==> config.mk <==
export PLATFORM = sky130hd
export DESIGN_NAME = branch_resolve_unit
export DESIGN_NICKNAME = d
export VERILOG_FILES = /design/src/rtl/branch_resolve_unit_pkg.sv /design/src/rtl/branch_resolve_unit_cond_eval.sv /design/src/rtl/branch_resolve_unit.sv
export SDC_FILE = /design/constraint.sdc
export NUM_CORES = 1
export LEC_CHECK = 0
export ABC_AREA = 1
export CAP_MARGIN = 30
export CORE_ASPECT_RATIO = 0.7
export CORE_MARGIN = 2
export CORE_UTILIZATION = 50
export CTS_BUF_LIST = sky130_fd_sc_hd__clkbuf_4 sky130_fd_sc_hd__clkbuf_8 sky130_fd_sc_hd__clkbuf_16
export DETAILED_ROUTE_END_ITERATION = 16
export PLACE_DENSITY = 0.86
export SLEW_MARGIN = 40
export SYNTH_ARGS = -nofsm -noshare
export SYNTH_HDL_FRONTEND = slang
export SYNTH_SLANG_ARGS = --single-unit
==> constraint.sdc <==
create_clock -name clk -period 2.58 [get_ports clk]
set_clock_uncertainty 0.1 [all_clocks]
set_input_delay 0.516 -clock clk [delete_from_list [all_inputs] [get_ports clk]]
set_output_delay 0.516 -clock clk [all_outputs]
set_load 0.05 [all_outputs]
==> src/rtl/branch_resolve_unit_pkg.sv <==
// Shared definitions for the branch resolve unit: ARM condition codes,
// controller states and the legal range of the flush length.
package branch_resolve_unit_pkg;

  localparam logic [3:0] COND_EQ = 4'b0000;
  localparam logic [3:0] COND_NE = 4'b0001;
  localparam logic [3:0] COND_CS = 4'b0010;
  localparam logic [3:0] COND_CC = 4'b0011;
  localparam logic [3:0] COND_MI = 4'b0100;
  localparam logic [3:0] COND_PL = 4'b0101;
  localparam logic [3:0] COND_VS = 4'b0110;
  localparam logic [3:0] COND_VC = 4'b0111;
  localparam logic [3:0] COND_HI = 4'b1000;
  localparam logic [3:0] COND_LS = 4'b1001;
  localparam logic [3:0] COND_GE = 4'b1010;
  localparam logic [3:0] COND_LT = 4'b1011;
  localparam logic [3:0] COND_GT = 4'b1100;
  localparam logic [3:0] COND_LE = 4'b1101;
  localparam logic [3:0] COND_AL = 4'b1110;
  localparam logic [3:0] COND_NV = 4'b1111;

  localparam int FLUSH_STAGES_MIN = 1;
  localparam int FLUSH_STAGES_MAX = 7;

  typedef enum logic [1:0] {
    IDLE       = 2'd0,
    WAIT_FLAGS = 2'd1,
    FLUSH      = 2'd2
  } state_e;

endpackage

==> src/rtl/branch_resolve_unit_cond_eval.sv <==
// Combinational ARM condition-code evaluator; nzcv is {N,Z,C,V}.
// Kept standalone so the execute stage can share it.
module cond_eval
  import branch_resolve_unit_pkg::*;
(
  input  logic [3:0] cond,
  input  logic [3:0] nzcv,
  output logic       true
);

  logic w_n, w_z, w_c, w_v;

  assign {w_n, w_z, w_c, w_v} = nzcv;

  always_comb begin
    true = 1'b0;
    case (cond)
      COND_EQ: true = w_z;
      COND_NE: true = !w_z;
      COND_CS: true = w_c;
      COND_CC: true = !w_c;
      COND_MI: true = w_n;
      COND_PL: true = !w_n;
      COND_VS: true = w_v;
      COND_VC: true = !w_v;
      COND_HI: true = w_c && !w_z;
      COND_LS: true = !w_c || w_z;
      COND_GE: true = (w_n == w_v);
      COND_LT: true = (w_n != w_v);
      COND_GT: true = !w_z && (w_n == w_v);
      COND_LE: true = w_z || (w_n != w_v);
      COND_AL: true = 1'b1;
      default: true = 1'b0;
    endcase
  end

endmodule

==> src/rtl/branch_resolve_unit.sv <==
// Branch resolve unit: evaluates the branch condition (waiting for flags if
// needed), redirects fetch, writes the link register and flushes the pipe.
module branch_resolve_unit
  import branch_resolve_unit_pkg::*;
#(
  parameter int AW           = 32,
  parameter int FLUSH_STAGES = 2,
  parameter int CNT_W        = 16
) (
  input  logic             clk,
  input  logic             reset,
  input  logic             B,
  input  logic             BL,
  input  logic [3:0]       cond,
  input  logic [3:0]       nzcv,
  input  logic             flags_valid,
  input  logic             stall,
  input  logic [AW-1:0]    target,
  input  logic [AW-1:0]    pc_plus4,
  input  logic             clr_stats,
  output logic             T_address,
  output logic [AW-1:0]    target_pc,
  output logic             BL_reg,
  output logic [AW-1:0]    link_addr,
  output logic             flush,
  output logic             busy,
  output logic [CNT_W-1:0] br_count,
  output logic [CNT_W-1:0] taken_count
);

  // Out-of-range lengths are clamped into the legal window.
  localparam int FS_EFF = (FLUSH_STAGES < FLUSH_STAGES_MIN) ? FLUSH_STAGES_MIN :
                          (FLUSH_STAGES > FLUSH_STAGES_MAX) ? FLUSH_STAGES_MAX :
                          FLUSH_STAGES;
  localparam logic [2:0] FLUSH_LAST = 3'(FS_EFF - 1);

  state_e            r_state;
  state_e            w_state_nxt;
  logic [2:0]        r_flush_cnt;
  logic [3:0]        r_cap_cond;
  logic              r_cap_bl;
  logic [AW-1:0]     r_cap_target;
  logic [AW-1:0]     r_cap_pc4;
  logic              r_t_address;
  logic              r_bl_reg;
  logic [AW-1:0]     r_target_pc;
  logic [AW-1:0]     r_link_addr;
  logic [CNT_W-1:0]  r_br_count;
  logic [CNT_W-1:0]  r_taken_count;

  logic              w_in_wait;
  logic              w_accept;
  logic              w_resolve;
  logic              w_capture;
  logic              w_cond_true;
  logic              w_taken;
  logic [3:0]        w_cond;
  logic              w_bl;
  logic [AW-1:0]     w_target;
  logic [AW-1:0]     w_pc4;

  assign w_in_wait = (r_state == WAIT_FLAGS);
  assign w_accept  = (r_state == IDLE) && B && !stall;
  assign w_resolve = (w_accept || w_in_wait) && flags_valid;
  assign w_capture = w_accept && !flags_valid;

  // While waiting, the captured fields drive resolution; nzcv is always live.
  assign w_cond   = w_in_wait ? r_cap_cond   : cond;
  assign w_bl     = w_in_wait ? r_cap_bl     : BL;
  assign w_target = w_in_wait ? r_cap_target : target;
  assign w_pc4    = w_in_wait ? r_cap_pc4    : pc_plus4;

  cond_eval u_cond_eval (
    .cond (w_cond),
    .nzcv (nzcv),
    .true (w_cond_true)
  );

  assign w_taken = w_resolve && w_cond_true;

  always_ff @(posedge clk) begin
    if (reset) r_state <= IDLE;
    else       r_state <= w_state_nxt;
  end

  always_comb begin
    w_state_nxt = r_state;
    case (r_state)
      IDLE: begin
        if (w_taken)        w_state_nxt = FLUSH;
        else if (w_capture) w_state_nxt = WAIT_FLAGS;
      end
      WAIT_FLAGS: begin
        if (w_resolve) w_state_nxt = w_taken ? FLUSH : IDLE;
      end
      FLUSH: begin
        if (r_flush_cnt == 3'd0) w_state_nxt = IDLE;
      end
      default: w_state_nxt = IDLE;
    endcase
  end

  always_ff @(posedge clk) begin
    if (reset) begin
      r_flush_cnt  <= '0;
      r_cap_cond   <= '0;
      r_cap_bl     <= 1'b0;
      r_cap_target <= '0;
      r_cap_pc4    <= '0;
      r_t_address  <= 1'b0;
      r_bl_reg     <= 1'b0;
      r_target_pc  <= '0;
      r_link_addr  <= '0;
    end else begin
      r_t_address <= w_taken;
      r_bl_reg    <= w_taken && w_bl;
      if (w_taken) r_target_pc <= w_target;
      if (w_taken && w_bl) r_link_addr <= w_pc4;
      if (w_capture) begin
        r_cap_cond   <= cond;
        r_cap_bl     <= BL;
        r_cap_target <= target;
        r_cap_pc4    <= pc_plus4;
      end
      // Down-counter reaches zero on the last flush cycle.
      if (w_taken)
        r_flush_cnt <= FLUSH_LAST;
      else if (r_state == FLUSH && r_flush_cnt != 3'd0)
        r_flush_cnt <= r_flush_cnt - 3'd1;
    end
  end

  always_ff @(posedge clk) begin
    if (reset || clr_stats) begin
      r_br_count    <= '0;
      r_taken_count <= '0;
    end else begin
      if (w_resolve && r_br_count != '1)   r_br_count    <= r_br_count + 1'b1;
      if (w_taken && r_taken_count != '1)  r_taken_count <= r_taken_count + 1'b1;
    end
  end

  assign T_address   = r_t_address;
  assign target_pc   = r_target_pc;
  assign BL_reg      = r_bl_reg;
  assign link_addr   = r_link_addr;
  assign flush       = (r_state == FLUSH);
  assign busy        = (r_state != IDLE);
  assign br_count    = r_br_count;
  assign taken_count = r_taken_count;

endmodule

Yosys cells after proc, flatten, opt, wreduce, memory -nomap -nowiden
Index checks and enable logic that the tools add are counted.

cells by class
  multiplexer cells = 13
  reduce and logical (&&, ||, !) cells = 29
  eq/ne operators = 23
  add/sub/neg operators = 3

operators by type and width
  cell                                                    number
  two-way mux 32 bit                                      2
  adder 16 x 1 -> 16 bit (second input constant)          2
  inequality test 16 bit (second input constant)          2
  equality test 4 bit (second input constant)             7
  equality test 4 x 3 -> 1 bit (second input constant)    4
  case mux 1 bit (15 select lines)                        1
  logical AND 1 bit                                       11
  two-way mux 2 bit                                       5
  equality test 4 x 2 -> 1 bit (second input constant)    2
  logical NOT 1 bit                                       6
  case mux 2 bit (3 select lines)                         1
  equality test 4 x 1 -> 1 bit (second input constant)    1
  logical NOT 4 bit                                       1
  logical OR 1 bit                                        4
  two-way mux 4 bit                                       1
  inequality test 2 x 1 -> 1 bit (second input constant)  2
  nonzero test 2 bit                                      2
  logical NOT 3 bit                                       1
  two-way mux 1 bit                                       3
  inequality test 3 bit (second input constant)           1
  AND reduction 3 bit                                     1
  nonzero test 3 bit                                      1
  subtractor 3 x 1 -> 3 bit (second input constant)       1
  equality test 2 x 1 -> 1 bit (second input constant)    1
  other kinds (5)                                         5

word-level totals
  word-level logic and storage cells = 81
  input port bits = 79
  register bits = 172
  output and inout port bits = 100

Depth between registers and ports, before layout
  depth in word-level cells = 9
  gate-level depth with buffers = 16
  mapped depth without buffers = 15

Modules after synthesis
Synthesis repeated with hierarchy kept, for this count alone.

unflattened totals
  cell total of the unflattened synthesis = 1,107
  area total of the unflattened synthesis = 7,772.5 um^2

modules (own cells, without submodules)
  module               area each (um^2)  times used  seq. area each (um^2)  cells each
  branch_resolve_unit  7,543.5           1           3,443.3                1,052
  cond_eval            229.0             1           0.0                    55

Worst setup path before layout
Ideal clock, no wire load.

  kind = reg-to-reg
  from = register r_taken_count[1], in the netlist taken_count[1]
  to = register r_taken_count[11], in the netlist taken_count[11]
  data required time = 2.410 ns
  stages on the path, launching flop included = 11
  library setup time = 0.070 ns
  path buffers = 1
  data arrival time = 2.046 ns
  period minus slack after synthesis = 2.217 ns
  setup slack = 0.363 ns
  cells stage by stage = dfxtp_1 > ha_1 > nand2_1 > inv_1 > nand2_1 > nor2_1 > nand4_1 > nand3_2 > buf_4 > nand2_1 > a21oi_1

on the way
  cells in the longest elaborated chain, start to end = 2
  elaborated cells on any way between the ends = 3
  those cells by class = add/sub: 1; eq/ne: 1; reduce/logical: 1

RTL lines
  item                                                                            RTL line                    RTL
  start, declared                                                                 branch_resolve_unit.sv:49   logic [CNT_W-1:0] r_taken_count;
  start signal, assigned                                                          branch_resolve_unit.sv:139  if (w_taken && r_taken_count != '1) r_taken_count <= r_taken_count + 1'b1;
  parallel branches: the longest is 2 deep, another holds adder 16 x 1 -> 16 bit  n/a

Several ways; the timed one is not identified.
A chain may end at the register's enable or synchronous reset.

Final worst setup path
  from = register r_state[1]
  to = output flush

on the way
  cells in the longest elaborated chain, start to end = 1

RTL lines
  item                    RTL line                    RTL
  start, declared         branch_resolve_unit.sv:37   state_e r_state;
  start signal, assigned  branch_resolve_unit.sv:83   else r_state <= w_state_nxt;
  equality test 2 bit     branch_resolve_unit.sv:147  assign flush = (r_state == FLUSH);
  end, declared           branch_resolve_unit.sv:25   output logic flush,

Every way passes these cells.

==> results.md <==
* CTS Sinks at 172
* Final worst-path cycle share at 96.7%
* RePlAce Congestion at 0.924
* Crit-path slowest cell: clkdlybuf4s50_1
* Reg2Reg Setup Slack at 0.23 ns
* Via-to-Cell Ratio at 5.34
* Worst IR Drop VDD at 0.000513 V
* ANT cells at 0
* Core outline area at 14900 um2
* Share of the synthesized area in the top cell type at 44.8%
* Slew HR at 56.6%
* Gr ovfl total at 0
* Final hold slack at 0.345 ns
* CP startpoint kind: register
* WP depth at 3
* Routed WL per cell at 14.8 um
* Crit path buf inv count at 2
* Initial DRC Count at 653
* Initial core utilization at 51.8%
* Syn avg cell area at 7.15 um2
* Cells after Synth at 1075
* Num CTS Buffers at 17
* Setup Crit Path Kind: register to output port
* Post-synth ARST share at 0%
* Status: finished clean
* Leakage at 0.00399 uW
* Ys Warns at 0
* Crit path max fanout at 9
* Die ar. at 16400 um2
* Share of cells above drive strength 1 at 6.53%
* Max incr delay on CP at 0.83 ns
* Fin util at 69.3%
* H-tree depth at 4
* Worst slack at placement at -0.202 ns
* Layout area overhead at 33.9%
* DRC viols at 0
* Die Y at 108 um
* Global-route wire length before repair at 33.8 mm
* Reg clk slew, reported paths at 0.07 ns
* Hold path cells at 2
* Commonest cells after routing, fill and taps aside: nand2_1, clkdlybuf4s50_1, dfxtp_1
* Number of core rows at 37
* Antenna-violating nets left at 0
* DRT Pass-1 Iters at 5
* Max Cap Viol at 0
* Synth Register Bits at 172
* Hold crit path type: register to register
* Io pins at 179
* Fin. max-slew vios at 0
* Routed wire length at 21.2 mm
* Worst slew pin tran at 0.651 ns
* CTS Buffer Depth at 2
* Clock latency on the worst-skew pair at 0.42 ns
* Clk root buf: clkbuf_16
* Synth top area cells: dfxtp_1, nand2_1, o21ai_0
* Unrepaired setup endpoints after global routing: false
* Number of synthesized flops with an enable pin at 0
* Fin nets at 1311
* Initial antenna violation count at 0
* Slack of the critical path at 0.0861 ns
* Crit path max-delay family: buffers and inverters
* Worst EP arrival at 1.88 ns
* Seq/Total Area, Yosys at 44.8%
* Commonest non-fill, non-tap cell in the layout: nand2_1
* Net count after synthesis at 1158
* All-Layer GR Usage at 25.2%
* Mapped Area at 7690 um2
* FMAX at 401 MHz
* Yosys cell types at 32
* Vias in the first global route at 6903
* CTS tree: done
* Via count at 7664
* # setup viols final at 0
* Hpwl dp at 14.2 mm
* Crit path cell chain: inv_2, nor2_1, clkdlybuf4s50_1
* Final Hold Viols at 0
* Port Buf Inserts at 178
* Required @ worst endpoint at 1.96 ns
* Worst setup EP type: output port
* Top_reg_cell synth: dfxtp_1
* Largest net degree at the start of global routing at 107
* Dominant cell type by area after synthesis: dfxtp_1
* DIE WIDTH at 152 um
* Min Tclk post-route at 2.49 ns
* # Post-CTS Setup Buffers at 0
* Reg2reg path depth at 15
* Power Dens Cells at 599 nW/um2
[report_power, final]
| group | switching, uW | leakage, uW | internal, uW |
|---|---|---|---|
| Sequential | 37.6 | 0.00140 | 2740 |
| Combinational | 502 | 0.00231 | 313 |
| Clock | 1100 | 0.000285 | 1470 |
[cells in the mapped netlist, types with 4 or more instances]
library cell,count
a21oi_1,130
buf_2,8
buf_4,10
clkbuf_1,51
dfxtp_1,172
ha_1,4
inv_1,114
nand2_1,237
nand3_1,58
nand4_1,54
nor2_1,38
nor3_1,11
o21ai_0,143
xnor2_1,6
xor2_1,10
[per-layer routing]
layer	global-route usage, %	wire length [um]
met3	5.76	1630
met1	34.8	9780
met4	6.61	235
met2	39.8	9570
met5	0	0
[cells by family after synthesis]
| group | share of synthesized area (%) |
|---|---|
| XOR/XNOR | 1.82 |
| AND/OR/NAND/NOR | 24.1 |
| adder cells (fa/ha/maj) | 0.651 |
| buffers and inverters | 9.99 |
| AO/OA/AOI/OAI | 18.6 |
| flip-flops | 44.8 |
[stage by stage]
stage	cell area [um2]	total power (uW)	TNS, ns	instances
4_1_cts	10300	6180	0	1435
3_5_place_dp	9690	3640	-10.88	1403
3_3_place_gp	9690	3620	-8.62	1403
2_1_floorplan	7690	3320	0	1075
5_1_grt	10300	6390	0	1436
6_report	10300	6170	0	1436
[repair_timing]
action,4_1_cts,5_1_grt
hold buffers,0,0
setup endpoints to repair,0,64
gates resized for setup,0,3
[worst min-delay path, cell delays in order, from the launching register on]
cell	delay, ns
dfxtp_1	0.30
inv_1	0.05
a21oi_1	0.05
[area by class of cell]
type	count	area, um2
timing repair buffer	206	2080
clock buffer	19	447
fill	1223	4560
inverter	115	432
clock inverter	13	140
sequential	172	3440
multi-input combinational	716	3510
tap	195	244
[path summary, 6_finish.rpt]
check                                     start              end
worst max-delay path                 r_state[1]            flush
worst min-delay path            r_cap_target[8]  r_cap_target[8]
worst max register to register       r_state[1]   taken_count[1]
worst min register to register  r_cap_target[8]  r_cap_target[8]
(Power assumes the default switching activity.)
